$ cat src/rtl/multicycle_ctrl_fsm.sv
// multicycle_ctrl_fsm: FETCH/DECODE/EXECUTE/MEM/WB sequencer for a multi-cycle RV32I core
module multicycle_ctrl_fsm #(
  parameter int TIMEOUT = 64,
  parameter int CNT_W   = 32
) (
  input  logic             clk_i,
  input  logic             rst_ni,
  input  logic [6:0]       opcode_i,
  input  logic             imem_ready_i,
  input  logic             dmem_ready_i,
  output logic             imem_req_o,
  output logic             dmem_req_o,
  output logic             dmem_we_o,
  output logic             ir_write_o,
  output logic             pc_write_o,
  output logic             pc_sel_o,
  output logic             branch_o,
  output logic             alu_src_o,
  output logic [1:0]       alu_op_o,
  output logic             reg_write_o,
  output logic [1:0]       wb_sel_o,
  output logic             trap_o,
  output logic [1:0]       trap_cause_o,
  output logic [CNT_W-1:0] instret_o
);
  localparam int TW = $clog2(TIMEOUT + 1);
  localparam logic [6:0] OP_R    = 7'b0110011;
  localparam logic [6:0] OP_I    = 7'b0010011;
  localparam logic [6:0] OP_LD   = 7'b0000011;
  localparam logic [6:0] OP_ST   = 7'b0100011;
  localparam logic [6:0] OP_BR   = 7'b1100011;
  localparam logic [6:0] OP_JAL  = 7'b1101111;
  localparam logic [6:0] OP_JALR = 7'b1100111;
  typedef enum logic [2:0] {S_FETCH, S_DECODE, S_EXEC, S_MEM, S_WB, S_TRAP} state_t;
  state_t           state_q, state_d;
  logic [6:0]       op_q, op_d;
  logic [TW-1:0]    cnt_q, cnt_d;
  logic [CNT_W-1:0] instret_q, instret_d;
  logic [1:0]       cause_q, cause_d, alu_op_q, alu_op_d, wb_sel_q, wb_sel_d;
  logic imem_req_q, imem_req_d, dmem_req_q, dmem_req_d, dmem_we_q, dmem_we_d;
  logic pc_write_q, pc_write_d, pc_sel_q, pc_sel_d, branch_q, branch_d;
  logic alu_src_q, alu_src_d, reg_write_q, reg_write_d, trap_q, trap_d;
  logic fetch_ok, mem_ok, retire, limit, alu_act, d_ld, d_st, d_br, d_jmp;
  assign fetch_ok = imem_req_q & imem_ready_i;
  assign mem_ok   = dmem_req_q & dmem_ready_i;
  assign limit    = cnt_q == TW'(TIMEOUT - 1);
  // next state, wait counter, retire count and next-cycle registered outputs
  always_comb begin
    state_d = state_q;
    op_d    = op_q;
    cnt_d   = cnt_q;
    cause_d = cause_q;
    retire  = 1'b0;
    case (state_q)
      S_FETCH: begin
        if (fetch_ok) state_d = S_DECODE;
        else if (imem_req_q && limit) begin
          state_d = S_TRAP;
          cause_d = 2'b10;
        end else if (imem_req_q) cnt_d = cnt_q + TW'(1);
      end
      S_DECODE: begin
        op_d    = opcode_i;
        state_d = opcode_i inside {OP_R, OP_I, OP_LD, OP_ST, OP_BR, OP_JAL, OP_JALR} ? S_EXEC : S_TRAP;
        cause_d = state_d == S_TRAP ? 2'b01 : cause_q;
      end
      S_EXEC: begin
        state_d = op_q == OP_BR ? S_FETCH : (op_q == OP_LD || op_q == OP_ST) ? S_MEM : S_WB;
        retire  = op_q == OP_BR;
      end
      S_MEM: begin
        if (mem_ok) begin
          state_d = op_q == OP_ST ? S_FETCH : S_WB;
          retire  = op_q == OP_ST;
        end else if (limit) begin
          state_d = S_TRAP;
          cause_d = 2'b11;
        end else cnt_d = cnt_q + TW'(1);
      end
      S_WB: begin
        state_d = S_FETCH;
        retire  = 1'b1;
      end
      default: state_d = state_q;
    endcase
    cnt_d       = state_d != state_q ? '0 : cnt_d;
    instret_d   = retire ? instret_q + CNT_W'(1) : instret_q;
    d_ld        = op_d == OP_LD;
    d_st        = op_d == OP_ST;
    d_br        = op_d == OP_BR;
    d_jmp       = op_d == OP_JAL || op_d == OP_JALR;
    alu_act     = state_d inside {S_EXEC, S_MEM, S_WB};
    imem_req_d  = state_d == S_FETCH;
    dmem_req_d  = state_d == S_MEM;
    dmem_we_d   = state_d == S_MEM && d_st;
    pc_write_d  = state_d == S_EXEC && d_jmp;
    pc_sel_d    = state_d == S_EXEC && (d_jmp || d_br);
    branch_d    = state_d == S_EXEC && d_br;
    alu_op_d    = !alu_act ? 2'b00 : (d_ld || d_st || d_jmp) ? 2'b00 : d_br ? 2'b01 : 2'b10;
    alu_src_d   = alu_act && (d_ld || d_st || op_d == OP_I || op_d == OP_JALR);
    reg_write_d = state_d == S_WB;
    wb_sel_d    = state_d != S_WB ? 2'b00 : d_ld ? 2'b01 : d_jmp ? 2'b10 : 2'b00;
    trap_d      = state_d == S_TRAP;
  end
  // all state and registered outputs; reset aborts any in-flight instruction
  always_ff @(posedge clk_i or negedge rst_ni) begin
    if (!rst_ni) begin
      state_q     <= S_FETCH;
      op_q        <= '0;
      cnt_q       <= '0;
      instret_q   <= '0;
      cause_q     <= '0;
      imem_req_q  <= 1'b0;
      dmem_req_q  <= 1'b0;
      dmem_we_q   <= 1'b0;
      pc_write_q  <= 1'b0;
      pc_sel_q    <= 1'b0;
      branch_q    <= 1'b0;
      alu_op_q    <= '0;
      alu_src_q   <= 1'b0;
      reg_write_q <= 1'b0;
      wb_sel_q    <= '0;
      trap_q      <= 1'b0;
    end else begin
      state_q     <= state_d;
      op_q        <= op_d;
      cnt_q       <= cnt_d;
      instret_q   <= instret_d;
      cause_q     <= cause_d;
      imem_req_q  <= imem_req_d;
      dmem_req_q  <= dmem_req_d;
      dmem_we_q   <= dmem_we_d;
      pc_write_q  <= pc_write_d;
      pc_sel_q    <= pc_sel_d;
      branch_q    <= branch_d;
      alu_op_q    <= alu_op_d;
      alu_src_q   <= alu_src_d;
      reg_write_q <= reg_write_d;
      wb_sel_q    <= wb_sel_d;
      trap_q      <= trap_d;
    end
  end
  assign imem_req_o   = imem_req_q;
  assign dmem_req_o   = dmem_req_q;
  assign dmem_we_o    = dmem_we_q;
  assign ir_write_o   = fetch_ok;
  assign pc_write_o   = pc_write_q | fetch_ok;
  assign pc_sel_o     = pc_sel_q;
  assign branch_o     = branch_q;
  assign alu_src_o    = alu_src_q;
  assign alu_op_o     = alu_op_q;
  assign reg_write_o  = reg_write_q;
  assign wb_sel_o     = wb_sel_q;
  assign trap_o       = trap_q;
  assign trap_cause_o = cause_q;
  assign instret_o    = instret_q;
endmodule

$ cat config.mk
export PLATFORM = sky130hd
export DESIGN_NAME = multicycle_ctrl_fsm
export DESIGN_NICKNAME = d
export VERILOG_FILES = /design/src/rtl/multicycle_ctrl_fsm.sv
export SDC_FILE = /design/constraint.sdc
export NUM_CORES = 1
export LEC_CHECK = 0
export ABC_CLOCK_PERIOD_IN_PS = 5580
export CORE_MARGIN = 2
export CORE_UTILIZATION = 56
export DETAILED_ROUTE_END_ITERATION = 8
export HOLD_SLACK_MARGIN = 0.12
export PLACE_DENSITY = 0.85
export RECOVER_POWER = 50
export SLEW_MARGIN = 10
export SYNTH_ARGS = -nofsm -noshare
export SYNTH_HDL_FRONTEND = slang
export SYNTH_SLANG_ARGS = --single-unit
$ cat constraint.sdc
create_clock -name clk_i -period 5.58 [get_ports clk_i]
set_clock_uncertainty 0.15 [all_clocks]
set_input_delay 1.116 -clock clk_i [delete_from_list [all_inputs] [get_ports clk_i]]
set_output_delay 1.116 -clock clk_i [all_outputs]
set_load 0.05 [all_outputs]
# Word-level counts from Yosys, hierarchy flattened
# Cells that the tools add are included.
[word_totals]
out_inout_bits = 48
mem_bits_ro = 0
mem_bits_rw = 0
mem_count = 0
elab_cells = 111
inputBits = 11
register_bits = 64
latchBits = 0
[classes]
n_mul = 0
div_mod_pow = 0
n_bitwise = 3
addsub = 2
reduce_logical = 21
n_lt_le_gt_ge = 0
n_mux = 31
eq_ne = 38
n_shift = 0
[ops]
columns = ["op", "n"]
rows = [
  ["$eq 7x7->1 const B", 7],
  ["$mux 7", 7],
  ["$eq 7x6->1 const B", 5],
  ["$add 32x1->32 const B", 1],
  ["$mux 3", 8],
  ["$mux 2", 11],
  ["$eq 7x2->1 const B", 3],
  ["$ne 3x3->1 const B", 6],
  ["$pmux 3 s5", 1],
  ["$eq 7x5->1 const B", 2],
  ["$pmux 7 s2", 1],
  ["$eq 3x2->1 const B", 4],
  ["$eq 3x3->1 const B", 4],
  ["$reduce_and 6->1", 2],
  ["$ne 2x2->1 const B", 5],
  ["$reduce_bool 3->1", 3],
  ["$add 7x1->7 const B", 1],
  ["$logic_or 1x1->1", 7],
  ["$reduce_bool 7->1", 1],
  ["$logic_and 1x1->1", 6],
  ["$logic_not 3->1", 2],
  ["$pmux 2 s3", 1],
  ["$eq 3x1->1 const B", 1],
  ["$ne 3x3->1", 1],
  ["other kinds (4)", 5],
]

# Longest topological paths before layout
# Gate-level depths: netlist (run 1).
[logic_depth]
ltp_word = 8
mapped_depth = 7
ltp_nobuf = 6

# Worst setup path before layout (run 1)
# No wires, ideal clock.
[synth_path]
kind = "input to output"
start = "input imem_ready_i"
end = "output pc_write_o"
arrival_time_ps = 1908
path_stages = 2
path_buffers = 0
required_time_ps = 4314
setup_slack_ps = 2406
path_cell_list = "and2_1 or2_2"
[synth_between]
elab_chain_len = 2
[synth_lines]
columns = ["item", "line", "source"]
rows = [
  ["from (decl)", "9", "input logic imem_ready_i,"],
  ["$and 1x1->1", "44", "assign fetch_ok = imem_req_q & imem_ready_i;"],
  ["$or 1x1->1", "147", "assign pc_write_o = pc_write_q | fetch_ok;"],
  ["to (decl)", "15", "output logic pc_write_o,"],
]
# No other way between the ends.

==> results.txt, run 1 <==
CTS tree - yes
CTS buffer count - 9
post-synth top area share - 0.507
Crit path largest cell delay - 2.31 ns
slew of the pin with the lowest slew margin - 3.30 ns
Routed WL - 7210 um
Worst setup SP type - input port
DRC Markers - 0
diode count - 0
YS warnings - 0
overall routing resource usage - 0.250
syn nets - 324
Wirelength per Cell - 16.0 um
CP arrival - 3.55 ns
first-pass GRT wire length - 12200 um
setup TNS - 0 ns
setup slack, reg-to-reg - 2.71 ns
DRT Pass-1 Iters - 4
largest fanout on the critical path - 64
gpl congestion - 0.904
die area - 6260 sq um
Tcrit/Tclk final - 0.715
CTS Hold Bufs - 0
Die Ht - 79.1 um
Area Overhead vs Synth - 26.6%
Stages on worst setup path - 2
worst IR drop on VDD - 0.236 mV
minimum clock period after layout - 3.99 ns
failing checks - max-capacitance violations, max-slew violations
CP Cell Sequence - buf_2 -> clkbuf_1
Buf/Inv on CP - 2
Worst EP required - 5.14 ns
# Max-Cap Violations - 1
CP endpoint kind - asynchronous set/reset pin
initial antenna violation count - 0
#FFs+latches synth - 64
hold endpoint - instret_o[31]
CP max stage cell - clkbuf_1
Port Buffers - 58
clock sinks - 64
Initial DRC Count - 260
die width - 79.1 um
Ports - 59
core area - 5470 sq um
status - finished with violations
R2R Path End - instret_o[31]
Unique masters post-synth - 51
hold path startpoint - instret_o[31]
Post-CTS Setup Repair Bufs - 0
post_cts resized - 0
HP Class - reg2reg
R2R Path Start - state_q[1]
most frequent cell after synthesis - dfrtp_1
largest net degree at the start of global routing - 65
ys flop type - dfrtp_1
R2R cell count - 5
Fin. Hold Viols - 0
Async SR Flop Fraction - 1.00
placed insts - 435
share of layout cells above drive strength 1 - 0.0554
post-route ant nets - 0
CTS clk-pin slew, worst paths - 0.07 ns
fin cells - 451
clock buffer depth - 2
fmax - 0.251 GHz
Post-synth EDFFs - 0
Top delay family on crit path - buffers and inverters
Final #Nets - 387
Synth top cells by count - dfrtp_1 (64), nand2_1 (32), xnor2_1 (28)
number of global-route vias before repair - 2592
worst rel slew slack - -1.20
leakage - 1.67 nW
critical path class - in2async
final hold slack - 0.327 ns
largest area contributor in the netlist - dfrtp_1
GRT overflow - 0
DR vias - 2646
max-slew violations - 65
Syn Inst Count - 311
# rows - 27
mapped cell area - 3160 sq um
H-tree levels - 3
final setup fails - 0
CTS Root Cell - clkbuf_8
clk_lat worst skew - 0.34 ns
Seq/Total Area, Yosys - 0.507
Power per Cell Area - 416 nW/um^2
synth top area cells - dfrtp_1 (51%), xnor2_1 (7.8%), nand4_1 (4.4%)
Vias/cell - 5.87
Detailed Place HPWL - 4970 um
WHS Path Cells - 1
Initial Util - 0.577
Synth Area per Inst - 10.2 sq um
RSZ-0062 raised after global routing - no
[worst max-delay path by stage]
| stage | startpoint | end | slack (ns) |
|---|---|---|---|
| CTS | imem_ready_i | pc_write_o | 1.61 |
| detailed placement | imem_ready_i | pc_write_o | 1.61 |
| global placement | imem_ready_i | pc_write_o | 1.64 |
| floorplan | imem_ready_i | pc_write_o | 2.41 |
| finish | rst_ni | state_q[2] | 1.59 |
| global route | rst_ni | state_q[2] | 0.85 |
[routing by layer]
| metal | up-vias | GRT usage | part of all wire |
|---|---|---|---|
| li1 | 1261 | - | - |
| met2 | 88 | 0.388 | 0.49 |
| met3 | 12 | 0.0739 | 0.052 |
| met4 | 0 | 0.0897 | 0.014 |
| met5 | - | 0 | 0 |
| met1 | 1285 | 0.337 | 0.45 |
[per-stage QoR]
step / setup slack [ns] / total power [mW] / util / cell area (sq um)
floorplan: 2.41 / 1.06 / - / 3160
detailed placement: 1.61 / 1.23 / 0.695 / 3800
global route: 0.853 / 1.76 / 0.731 / 4000
global placement: 1.64 / 1.21 / 0.695 / 3800
finish: 1.59 / 1.66 / 0.731 / 4000
CTS: 1.61 / 1.67 / 0.734 / 4020
[where the power goes]
part / switching (mW) / internal (mW) / total (mW)
Sequential: 0.119 / 0.538 / 0.657
Combinational: 0.369 / 0.203 / 0.571
Clock: 0.172 / 0.264 / 0.436
[state kept, by name, indices dropped and copies added, names as in the netlist]
name and cells:
alu_op_o 2, alu_src_o 1, branch_o 1, cnt_q 7, dmem_req_o 1, dmem_we_o 1
imem_req_o 1, instret_o 32, op_q 7, pc_sel_o 1, pc_write_q 1, reg_write_o 1
state_q 3, trap_cause_o 2, trap_o 1, wb_sel_o 2
[cells by family (layout without fill, tap and decap cells)]
kind of cell | count (synthesis) | count (layout) | synth area share
DFF | 64 | 64 | 0.507
AOI/OAI and AO/OA | 46 | 46 | 0.108
and+or+nand+nor | 141 | 141 | 0.243
xor gates and xnor gates | 36 | 36 | 0.0998
muxes | 3 | 3 | 0.00990
adders and majority gates | 2 | 2 | 0.00792
buffers and inverters | 19 | 87 | 0.0238
[placed cells by master, fill, tap and decap left out, types with 3 or more instances in the layout]
cell	instances
clkbuf_8	10
dfrtp_1	64
nand2_1	32
a211oi_1	6
xor2_1	8
o21ai_0	6
or2_2	3
o211ai_1	4
nand4_1	22
clkdlybuf4s50_1	48
and3_1	4
dlygate4sd3_1	9
clkbuf_1	4
nor3b_1	4
nand2b_1	6
nor2_1	16
inv_1	11
a21oi_1	9
nor3_1	11
xnor2_1	28
o21a_1	4
and3b_1	4
nor4_1	9
nand3_1	16
[area by class of cell]
cell class                 instances  area (sq um)
multi-input combinational        228          1470
clock inverter                     3          65.1
timing repair buffer              59           579
inverter                          12          45.0
clock buffer                      13           149
tap                               72          90.1
fill                             411          1470
sequential                        64          1600
Note: power is estimated with default switching activity, not from simulation.
==> run 2: changes to the inputs <==
Settings changed: ABC_CLOCK_PERIOD_IN_PS 5580 to 3800, CORE_UTILIZATION 56 to 52, PLACE_DENSITY 0.85 to 0.8.
Clock period 5.58 ns to 3.8 ns, I/O delays scaled along.
==> run 2 against run 1 <==
The flow still finishes with violations (max-capacitance violations, max-slew violations). Power rose by 51%. Routed wire length rose by 5.7%. Setup slack got worse by 1.0 ns. Non-clock buffer count rose by 1. Sequential power rose by 47%. Final area rose by 0.75%. Die area rose by 7.3%. Clock power rose by 60%. Critical path type is now in2out. Critical endpoint is now pc_write_o.
==> results.txt, run 2 (same netlist as run 1, synthesis figures left out) <==
leakage - 1.68 nW
most common cell after layout, fill and taps aside - dfrtp_1
post-route ant nets - 0
sw power - 968 uW
minimum clock period after layout - 3.26 ns
R2R cell count - 5
max-slew violations - 40
Initial DRC Count - 152
Crit path top cell by count - clkdlybuf4s50_1
Final #Nets - 388
Initial Util - 0.537
Tcrit/Tclk final - 0.857
initial antenna violation count - 0
Fin. Hold Viols - 0
multi-input combinational cell area - 1470 sq um
HP Class - reg2reg
GRT overflow - 0
CTS Root Cell - clkbuf_8
combinational share of power - 0.338
CTS Hold Bufs - 0
Area Overhead vs Synth - 27.6%
gpl congestion - 0.857
hold path startpoint - instret_o[31]
RSZ-0062 raised after global routing - no
max reg flops - 32
CP max stage cell - clkdlybuf4s50_1
Detailed Place HPWL - 5280 um
failing checks - max-capacitance violations, max-slew violations
# rows - 28
post_cts resized - 0
setup slack, reg-to-reg - 0.85 ns
Power per Cell Area - 623 nW/um^2
worst rel slew slack - -0.361
H-tree levels - 3
Routed WL - 7620 um
placed insts - 439
switching share of power - 0.386
DRC Markers - 0
Ports - 59
overall routing resource usage - 0.245
Vias/cell - 5.83
DRT Pass-1 Iters - 4
Post-CTS Setup Repair Bufs - 0
Final Core Density - 0.685
core area - 5890 sq um
Int Power - 1.54 mW
setup TNS - 0 ns
Die Ht - 81.9 um
Critical Path Start - imem_ready_i
CP arrival - 2.35 ns
Crit path largest cell delay - 0.70 ns
worst setup path end - pc_write_o
CP Cell Sequence - clkdlybuf4s50_1 -> and2_1 -> or2_2 -> clkdlybuf4s50_1
die area - 6710 sq um
worst IR drop on VDD - 0.344 mV
CP endpoint kind - output port
first-pass GRT wire length - 12400 um
Worst setup SP type - input port
largest net degree at the start of global routing - 40
share of layout cells above drive strength 1 - 0.0554
clock sinks - 64
die width - 81.9 um
DR vias - 2649
clock buffer depth - 2
fmax - 0.307 GHz
slew of the pin with the lowest slew margin - 2.04 ns
R2R Path Start - state_q[1]
fill count - 471
fin cells - 454
final setup fails - 0
number of global-route vias before repair - 2581
# Max-Cap Violations - 1
status - finished with violations
critical path class - in2out
commonest non-fill, non-tap cells in the layout - dfrtp_1 (64), clkdlybuf4s50_1 (49), nand2_1 (32)
CTS buffer count - 9
Wirelength per Cell - 16.8 um
Clk pwr share - 0.278
CTS clk-pin slew, worst paths - 0.07 ns
largest fanout on the critical path - 3
clk_lat worst skew - 0.34 ns
CTS tree - yes
Port Buffers - 58
Worst EP required - 2.89 ns
diode count - 0
Seq pwr share - 0.384
Seq. cell area - 1600 sq um
R2R Path End - instret_o[31]
==> run 2: critical path: cells and delay by family <==
family                 cells  cell delay (ns)
AND/OR/NAND/NOR            2             0.44
buffers and inverters      2             1.15
==> run 2: through the flow <==
stage / setup slack (ns) / power, mW / area [sq um] / hold slack (ns)
3_3_place_gp: 0.566 / 1.80 / 3810 / 0.318
6_report: 0.543 / 2.51 / 4030 / 0.328
2_1_floorplan: 1.34 / 1.55 / 3160 / 0.301
3_5_place_dp: 0.539 / 1.82 / 3810 / 0.319
4_1_cts: 0.536 / 2.52 / 4050 / 0.333
5_1_grt: 0.492 / 2.64 / 4030 / 0.346
==> run 2: power groups by stage <==
stage	Sequential (mW)	Clock [mW]	Combinational [mW]
5_1_grt	0.983	0.736	0.917
2_1_floorplan	1.06	0	0.494
3_3_place_gp	0.966	0	0.833
3_5_place_dp	0.972	0	0.848
6_report	0.965	0.697	0.848
4_1_cts	0.959	0.705	0.853
==> run 2: worst min path at each step <==
stage,endpoint,cells after the start
2_1_floorplan,op_q[4],2
3_3_place_gp,instret_o[31],1
3_5_place_dp,instret_o[31],1
4_1_cts,instret_o[31],1
5_1_grt,instret_o[31],1
6_report,instret_o[31],1
==> run 2: cell type report <==
type	count	share of cell area
timing repair buffer	60	0.145
inverter	12	0.0112
sequential	64	0.398
tap	75	0.0233
clock buffer	12	0.0360
multi-input combinational	228	0.365
clock inverter	3	0.0224
==> run 2: layer usage <==
layer	vias up	routed length, um	track usage
li1	1252	-	-
met1	1301	3470	0.326
met2	83	3640	0.385
met3	13	362	0.0538
met4	0	154	0.108
met5	-	0	0
